**src/rtl/ddr_note_scheduler_if.sv**
```systemverilog
// Bus between the state generator / button front end and the DDR note scheduler.
// The scheduler takes the slave side; whoever drives game_state and btn_lane takes the master side.
interface ddr_note_scheduler_if #(
    parameter int ROWS    = 8,
    parameter int COMBO_W = 8,
    parameter int SCORE_W = 16
);
    logic [1:0]          game_state;
    logic [3:0]          btn_lane;
    logic [4*ROWS-1:0]   field;
    logic                beat_pulse;
    logic                hit_pulse;
    logic                miss_pulse;
    logic [COMBO_W-1:0]  combo;
    logic [COMBO_W-1:0]  max_combo;
    logic [SCORE_W-1:0]  score;

    modport master (
        output game_state, btn_lane,
        input  field, beat_pulse, hit_pulse, miss_pulse, combo, max_combo, score
    );

    modport slave (
        input  game_state, btn_lane,
        output field, beat_pulse, hit_pulse, miss_pulse, combo, max_combo, score
    );
endinterface

```
**src/rtl/ddr_note_scheduler.sv**
```systemverilog
// DDR gameplay sequencer: beat timebase, LFSR arrow spawning, scrolling lane field,
// hit-line judgement and combo/score bookkeeping.
module ddr_note_scheduler #(
    parameter int         TICK_DIV    = 25000000,
    parameter int         ROWS        = 8,
    parameter int         SPAWN_EVERY = 2,
    parameter logic [7:0] SEED        = 8'hA5,
    parameter int         POINTS      = 10,
    parameter int         COMBO_W     = 8,
    parameter int         SCORE_W     = 16,
    parameter logic [1:0] STATE_RESET = 2'd0,
    parameter logic [1:0] STATE_PAUSE = 2'd1,
    parameter logic [1:0] STATE_GAME  = 2'd2
) (
    input  logic                  clk,
    input  logic                  rst,
    ddr_note_scheduler_if.slave   bus
);
    localparam int TC_W  = $clog2(TICK_DIV);
    localparam int SC_W  = (SPAWN_EVERY > 1) ? $clog2(SPAWN_EVERY) : 1;
    localparam int CS_W  = COMBO_W + 3;
    localparam int SS_W  = SCORE_W + 32;
    localparam int FW    = 4 * ROWS;

    logic [TC_W-1:0]    tc_q;
    logic [SC_W-1:0]    sc_q;
    logic [7:0]         lfsr_q;
    logic [3:0]         pressed_q;
    logic [FW-1:0]      field_q;
    logic [COMBO_W-1:0] combo_q;
    logic [COMBO_W-1:0] max_q;
    logic [SCORE_W-1:0] score_q;
    logic               beat_q;
    logic               hit_q;
    logic               miss_q;

    logic               is_game;
    logic               beat;
    logic [3:0]         top_row;
    logic [3:0]         press_all;
    logic [3:0]         hits;
    logic               any_miss;
    logic               any_hit;
    logic [2:0]         hit_cnt;
    logic [CS_W-1:0]    combo_sum;
    logic [SS_W-1:0]    score_sum;
    logic [COMBO_W-1:0] combo_next;
    logic [COMBO_W-1:0] max_next;
    logic [SCORE_W-1:0] score_next;
    logic [3:0]         spawn_vec;
    logic [7:0]         lfsr_next;
    logic [SC_W-1:0]    sc_next;
    logic [FW-1:0]      field_next;

    // Judgement, saturation and scroll values that are committed on the beat edge.
    always_comb begin
        is_game    = (bus.game_state == STATE_GAME);
        beat       = is_game && (tc_q == TC_W'(TICK_DIV - 1));
        top_row    = field_q[FW-1 -: 4];
        press_all  = pressed_q | bus.btn_lane;
        hits       = top_row & press_all;
        any_miss   = ((top_row & ~press_all) | (~top_row & press_all)) != 4'b0000;
        any_hit    = (hits != 4'b0000);
        hit_cnt    = 3'(hits[0]) + 3'(hits[1]) + 3'(hits[2]) + 3'(hits[3]);
        combo_sum  = CS_W'(combo_q) + CS_W'(hit_cnt);
        score_sum  = SS_W'(score_q) + SS_W'(hit_cnt) * SS_W'(POINTS);

        combo_next = combo_q;
        score_next = score_q;
        if (any_miss) begin
            combo_next = '0;
        end else if (any_hit) begin
            combo_next = (combo_sum > CS_W'({COMBO_W{1'b1}})) ? {COMBO_W{1'b1}}
                                                               : combo_sum[COMBO_W-1:0];
            score_next = (score_sum > SS_W'({SCORE_W{1'b1}})) ? {SCORE_W{1'b1}}
                                                               : score_sum[SCORE_W-1:0];
        end
        max_next   = (combo_next > max_q) ? combo_next : max_q;

        spawn_vec  = (sc_q == '0) ? (4'b0001 << lfsr_q[1:0]) : 4'b0000;
        lfsr_next  = {lfsr_q[6:0], lfsr_q[7] ^ lfsr_q[5] ^ lfsr_q[4] ^ lfsr_q[3]};
        sc_next    = (sc_q == SC_W'(SPAWN_EVERY - 1)) ? '0 : sc_q + SC_W'(1);
        field_next = {field_q[FW-5:0], spawn_vec};
    end

    // STATE_RESET behaves like the async reset but synchronously; pause holds everything.
    always_ff @(posedge clk or posedge rst) begin
        if (rst) begin
            tc_q      <= '0;
            sc_q      <= '0;
            lfsr_q    <= SEED;
            pressed_q <= 4'b0000;
            field_q   <= '0;
            combo_q   <= '0;
            max_q     <= '0;
            score_q   <= '0;
            beat_q    <= 1'b0;
            hit_q     <= 1'b0;
            miss_q    <= 1'b0;
        end else if (bus.game_state == STATE_RESET) begin
            tc_q      <= '0;
            sc_q      <= '0;
            lfsr_q    <= SEED;
            pressed_q <= 4'b0000;
            field_q   <= '0;
            combo_q   <= '0;
            max_q     <= '0;
            score_q   <= '0;
            beat_q    <= 1'b0;
            hit_q     <= 1'b0;
            miss_q    <= 1'b0;
        end else if (is_game) begin
            beat_q <= beat;
            hit_q  <= beat && !any_miss && any_hit;
            miss_q <= beat && any_miss;
            if (beat) begin
                tc_q      <= '0;
                pressed_q <= 4'b0000;
                field_q   <= field_next;
                combo_q   <= combo_next;
                max_q     <= max_next;
                score_q   <= score_next;
                sc_q      <= sc_next;
                lfsr_q    <= lfsr_next;
            end else begin
                tc_q      <= tc_q + TC_W'(1);
                pressed_q <= press_all;
            end
        end else begin
            beat_q <= 1'b0;
            hit_q  <= 1'b0;
            miss_q <= 1'b0;
        end
    end

    assign bus.field      = field_q;
    assign bus.beat_pulse = beat_q;
    assign bus.hit_pulse  = hit_q;
    assign bus.miss_pulse = miss_q;
    assign bus.combo      = combo_q;
    assign bus.max_combo  = max_q;
    assign bus.score      = score_q;

endmodule

```
**src/flat_wrapper.sv**
```systemverilog
// flat-port wrapper written by rule: the top's interface ports become plain ports
module ddr_note_scheduler_flat 
#(
    parameter int         TICK_DIV    = 25000000,
    parameter int         ROWS        = 8,
    parameter int         SPAWN_EVERY = 2,
    parameter logic [7:0] SEED        = 8'hA5,
    parameter int         POINTS      = 10,
    parameter int         COMBO_W     = 8,
    parameter int         SCORE_W     = 16,
    parameter logic [1:0] STATE_RESET = 2'd0,
    parameter logic [1:0] STATE_PAUSE = 2'd1,
    parameter logic [1:0] STATE_GAME  = 2'd2
)
  (clk, rst, bus_game_state, bus_btn_lane, bus_field, bus_beat_pulse, bus_hit_pulse, bus_miss_pulse, bus_combo, bus_max_combo, bus_score);
  ddr_note_scheduler_if #(.ROWS(ROWS), .COMBO_W(COMBO_W), .SCORE_W(SCORE_W)) bus_i ();
  input  logic clk;
  input  logic rst;
  input wire logic [$bits(bus_i.game_state)-1:0] bus_game_state;
  input wire logic [$bits(bus_i.btn_lane)-1:0] bus_btn_lane;
  output wire logic [$bits(bus_i.field)-1:0] bus_field;
  output wire logic [$bits(bus_i.beat_pulse)-1:0] bus_beat_pulse;
  output wire logic [$bits(bus_i.hit_pulse)-1:0] bus_hit_pulse;
  output wire logic [$bits(bus_i.miss_pulse)-1:0] bus_miss_pulse;
  output wire logic [$bits(bus_i.combo)-1:0] bus_combo;
  output wire logic [$bits(bus_i.max_combo)-1:0] bus_max_combo;
  output wire logic [$bits(bus_i.score)-1:0] bus_score;
  assign bus_i.game_state = bus_game_state;
  assign bus_i.btn_lane = bus_btn_lane;
  assign bus_field = bus_i.field;
  assign bus_beat_pulse = bus_i.beat_pulse;
  assign bus_hit_pulse = bus_i.hit_pulse;
  assign bus_miss_pulse = bus_i.miss_pulse;
  assign bus_combo = bus_i.combo;
  assign bus_max_combo = bus_i.max_combo;
  assign bus_score = bus_i.score;
  ddr_note_scheduler #(.TICK_DIV(TICK_DIV), .ROWS(ROWS), .SPAWN_EVERY(SPAWN_EVERY), .SEED(SEED), .POINTS(POINTS), .COMBO_W(COMBO_W), .SCORE_W(SCORE_W), .STATE_RESET(STATE_RESET), .STATE_PAUSE(STATE_PAUSE), .STATE_GAME(STATE_GAME)) u_core (.clk(clk), .rst(rst), .bus(bus_i));
endmodule
```
**config.mk**
```make
export PLATFORM = sky130hd
export DESIGN_NAME = ddr_note_scheduler_flat
export DESIGN_NICKNAME = d
export VERILOG_FILES = /design/src/rtl/ddr_note_scheduler_if.sv /design/src/rtl/ddr_note_scheduler.sv /design/src/flat_wrapper.sv
export SDC_FILE = /design/constraint.sdc
export NUM_CORES = 1
export LEC_CHECK = 0
export ABC_AREA = 1
export BUFFER_PORTS_ARGS = -buffer_cell sky130_fd_sc_hd__clkbuf_2
export CAP_MARGIN = 40
export CORE_UTILIZATION = 40
export DETAILED_ROUTE_END_ITERATION = 10
export MAX_ROUTING_LAYER = met4
export SLEW_MARGIN = 0
export SYNTH_ARGS = -nofsm -noshare
export SYNTH_HDL_FRONTEND = slang
export SYNTH_SLANG_ARGS = --single-unit
```
**constraint.sdc**
```tcl
create_clock -name clk -period 5.15 [get_ports clk]
set_clock_uncertainty 0.05 [all_clocks]
set_input_delay 0.515 -clock clk [delete_from_list [all_inputs] [get_ports clk]]
set_output_delay 0.515 -clock clk [all_outputs]
set_load 0.03 [all_outputs]
```
==> metrics.cfg <==
[synthesis]
synthCells = 747
syn-num-nets = 786
synth.cell_area_mm2 = 0.00602
postSynthAreaPerCell_um2 = 8.05
ys_warn_count = 0
synth.distinct_cells = 44
yosysSeqAreaShare_pct = 43.8
ys_seq_elements = 105

[cts]
cts_hold_buffers = 0
cts_buffer_depth = 2
numCtsBuffers = 9
clock_latency_ns = 0.36
path_clk_slew_ns = 0.08
tritoncts = built
cts_resized = 0
h-tree-depth = 3
cts_setup_buffers = 0
cts_root_buf = clkbuf_16
cts_sinks = 105

[hold_path]
hold_class = input pin to async pin

[worst_setup_path]
cp.required_ns = 5.36
crit_path_end_kind = flip-flop
r2r_cells = 24
reg2reg_to = u_core.bus.max_combo[4]$_DFFE_PP0P_
r2r_start = u_core.pressed_q[1]$_DFFE_PP0P_
critical_path.endpoint = u_core.bus.max_combo[4]$_DFFE_PP0P_
rrSetupSlack_ns = 0.70
arrival_ns = 4.66
worstSetupStartpointType = flip-flop
cp_max_fo = 15
crit_type = flip-flop to flip-flop
crit_start = u_core.pressed_q[1]$_DFFE_PP0P_

[global_route]
grt_max_degree = 65
antenna_found_initial = 0
grt_usage_pct = 19.5
grt_pass1_wl_um = 23700
overflow = 0
grt_pass1_vias = 4847

[floorplanning]
dieArea_mm2 = 0.0155
die_w_um = 125
core_mm2 = 0.0146
io_pins = 75
rows = 44
initial_core_util_pct = 41.2
die_y_um = 125

[drt]
routed-via-count = 5014
first_iter_violations = 352
antenna_left = 0
routed_wl_um = 13800
first_pass_iters = 5
wl_per_cell_um = 13.8
vias_per_cell = 5.00
drc = 0

[sta]
slew_headroom_pct = 51.6
finalCriticalPeriod_ns = 4.45
finalSetupViolations = 0
setup_ws_ns = 0.703
slew_violations = 0
holdWs_ns = 0.0734
fin_crit_sh_pct = 86.3
tns_ns = 0
rsz0062_at_grt = false
tightest_slew_ns = 0.727
finalHoldViolations = 0
clock.fmax_mhz = 225

[pwr]
power.total_mw = 1.62
pwr_density_cell_mw_per_mm2 = 237
ir_drop_v = 0.000161
pwr-share-seq_pct = 52.0
power_frac_comb_pct = 4.4
power_frac_clock_pct = 43.7
power.leakage_nw = 3.43
p_switching_mw = 0.408
internal_power_mw = 1.21
swShare_pct = 25.2

[layout]
multiInputGateArea_mm2 = 0.00280
drive_gt1_share_pct = 16.4
final_cell_area_mm2 = 0.00682
stdcell_count = 1002
register_area_mm2 = 0.00263
nNetsFinal = 852
area_growth_pct = 13.3
finish.utilization_pct = 46.7
antenna_cells = 0
nFillCells = 1442

[run]
cap_violations = 0

[placement]
dp_slack_ns = 0.478
io_buffers = 74
gp_congestion = 0.854
hpwl_um = 9940
placed_area_mm2 = 0.00651
dp_cells = 986

[status]
status = complete, no violations

[worst max-delay path: stages, from the launching register on]
cell,delay [ns]
dfrtp_1,0.38
or2_2,0.32
ha_1,0.20
ha_1,0.28
inv_1,0.05
fa_1,0.38
inv_1,0.08
ha_1,0.19
inv_1,0.10
fa_1,0.43
o21ai_1,0.27
nand2_1,0.14
inv_1,0.09
nand2_1,0.06
and3_1,0.18
ha_1,0.26
nand2_1,0.05
nor2_1,0.17
nand4_1,0.10
nand2_1,0.08
nand2_1,0.08
nand2_4,0.19
inv_1,0.08
nand2_1,0.06
nand2_1,0.05
[worst min path at each step]
stage	start	end	slack, ns	depth (start not counted)
6_report	rst	u_core.bus.hit_pulse$_DFF_PP0_	0.07	2
3_3_place_gp	u_core.bus.score[0]$_DFFE_PP0P_	u_core.bus.score[0]$_DFFE_PP0P_	0.42	2
5_1_grt	rst	u_core.bus.score[13]$_DFFE_PP0P_	0.1	2
3_5_place_dp	u_core.bus.score[0]$_DFFE_PP0P_	u_core.bus.score[0]$_DFFE_PP0P_	0.42	2
4_1_cts	rst	u_core.bus.hit_pulse$_DFF_PP0_	0.08	2
2_1_floorplan	u_core.lfsr_q[6]$_DFFE_PP0P_	u_core.lfsr_q[7]$_DFFE_PP1P_	0.40	2
[kinds of logic (layout without fill, tap and decap cells)]
kind of cell | Yosys count | in the layout | share of synthesized area [%]
simple gates | 371 | 371 | 28.6
xor+xnor | 17 | 17 | 2.47
flops | 105 | 105 | 43.8
compound gates | 88 | 88 | 8.63
buf+inv | 135 | 206 | 9.77
fa+ha+maj | 31 | 31 | 6.82
[sequential cells by signal, indices dropped and copies added (netlist names)]
name and count:
u_core.bus.field 32, u_core.tc_q 25, u_core.bus.score 16, u_core.bus.combo 8, u_core.bus.max_combo 8, u_core.lfsr_q 8, u_core.pressed_q 4, u_core.bus.beat_pulse 1
u_core.bus.hit_pulse 1, u_core.bus.miss_pulse 1, u_core.sc_q 1
[power groups by stage]
stage | registers, mW | clock network (mW) | logic, mW
after floorplan | 0.855 | 0 | 0.0532
after CTS | 0.840 | 0.727 | 0.0730
after detailed placement | 0.857 | 0 | 0.0728
after global placement | 0.857 | 0 | 0.0683
after global routing | 0.842 | 0.757 | 0.0820
final | 0.840 | 0.706 | 0.0706
[cells in the final DEF (no fill, tap or decap), types with 19 or more instances in the layout]
| cell | n |
|---|---|
| nand3_1 | 73 |
| dfrtp_1 | 101 |
| inv_1 | 107 |
| nand4_1 | 19 |
| nor2_1 | 87 |
| clkbuf_2 | 74 |
| nand2_1 | 141 |
| a21oi_1 | 19 |
| o22ai_1 | 26 |
| o21ai_0 | 21 |
| ha_1 | 28 |
[synth_stat cells (all sizes together)]
cell / instances / area [µm²]
nand2: 147 / 582
inv: 111 / 417
dfrtp: 101 / 2530
nor2: 91 / 362
nand3: 82 / 455
o21ai: 34 / 185
ha: 28 / 350
o22ai: 26 / 163
nand4: 20 / 131
a21oi: 19 / 95.1
buf: 19 / 148
nor3: 14 / 75.1
xnor2: 9 / 78.8
xor2: 8 / 70.1
or2: 6 / 37.5
o211ai: 5 / 42.5
and3: 4 / 25.0
dfstp: 4 / 105
clkbuf: 3 / 11.3
fa: 3 / 60.1
nand3b: 3 / 22.5
a21o: 2 / 15.0
clkinv: 2 / 12.5
nor3b: 2 / 15.0
a22oi: 1 / 12.5
a31oi: 1 / 6.26
and2: 1 / 6.26
nor4: 1 / 6.26
[routing by layer]
layer | vias to the layer above | wire, µm | track usage [%]
met4 | 0 | 137 | 3.97
met3 | 10 | 381 | 4.04
li1 | 2571 | - | -
met5 | - | 0 | -
met2 | 80 | 6680 | 32.0
met1 | 2353 | 6650 | 24.7
[cell type report]
cell class	count	area share, %
clock inverter	6	1.03
timing repair buffer	77	6.16
inverter	113	6.33
sequential	105	38.6
tap	184	3.38
clock buffer	10	3.50
multi-input combinational	507	41.0
Power figures use the tool's default switching activity.
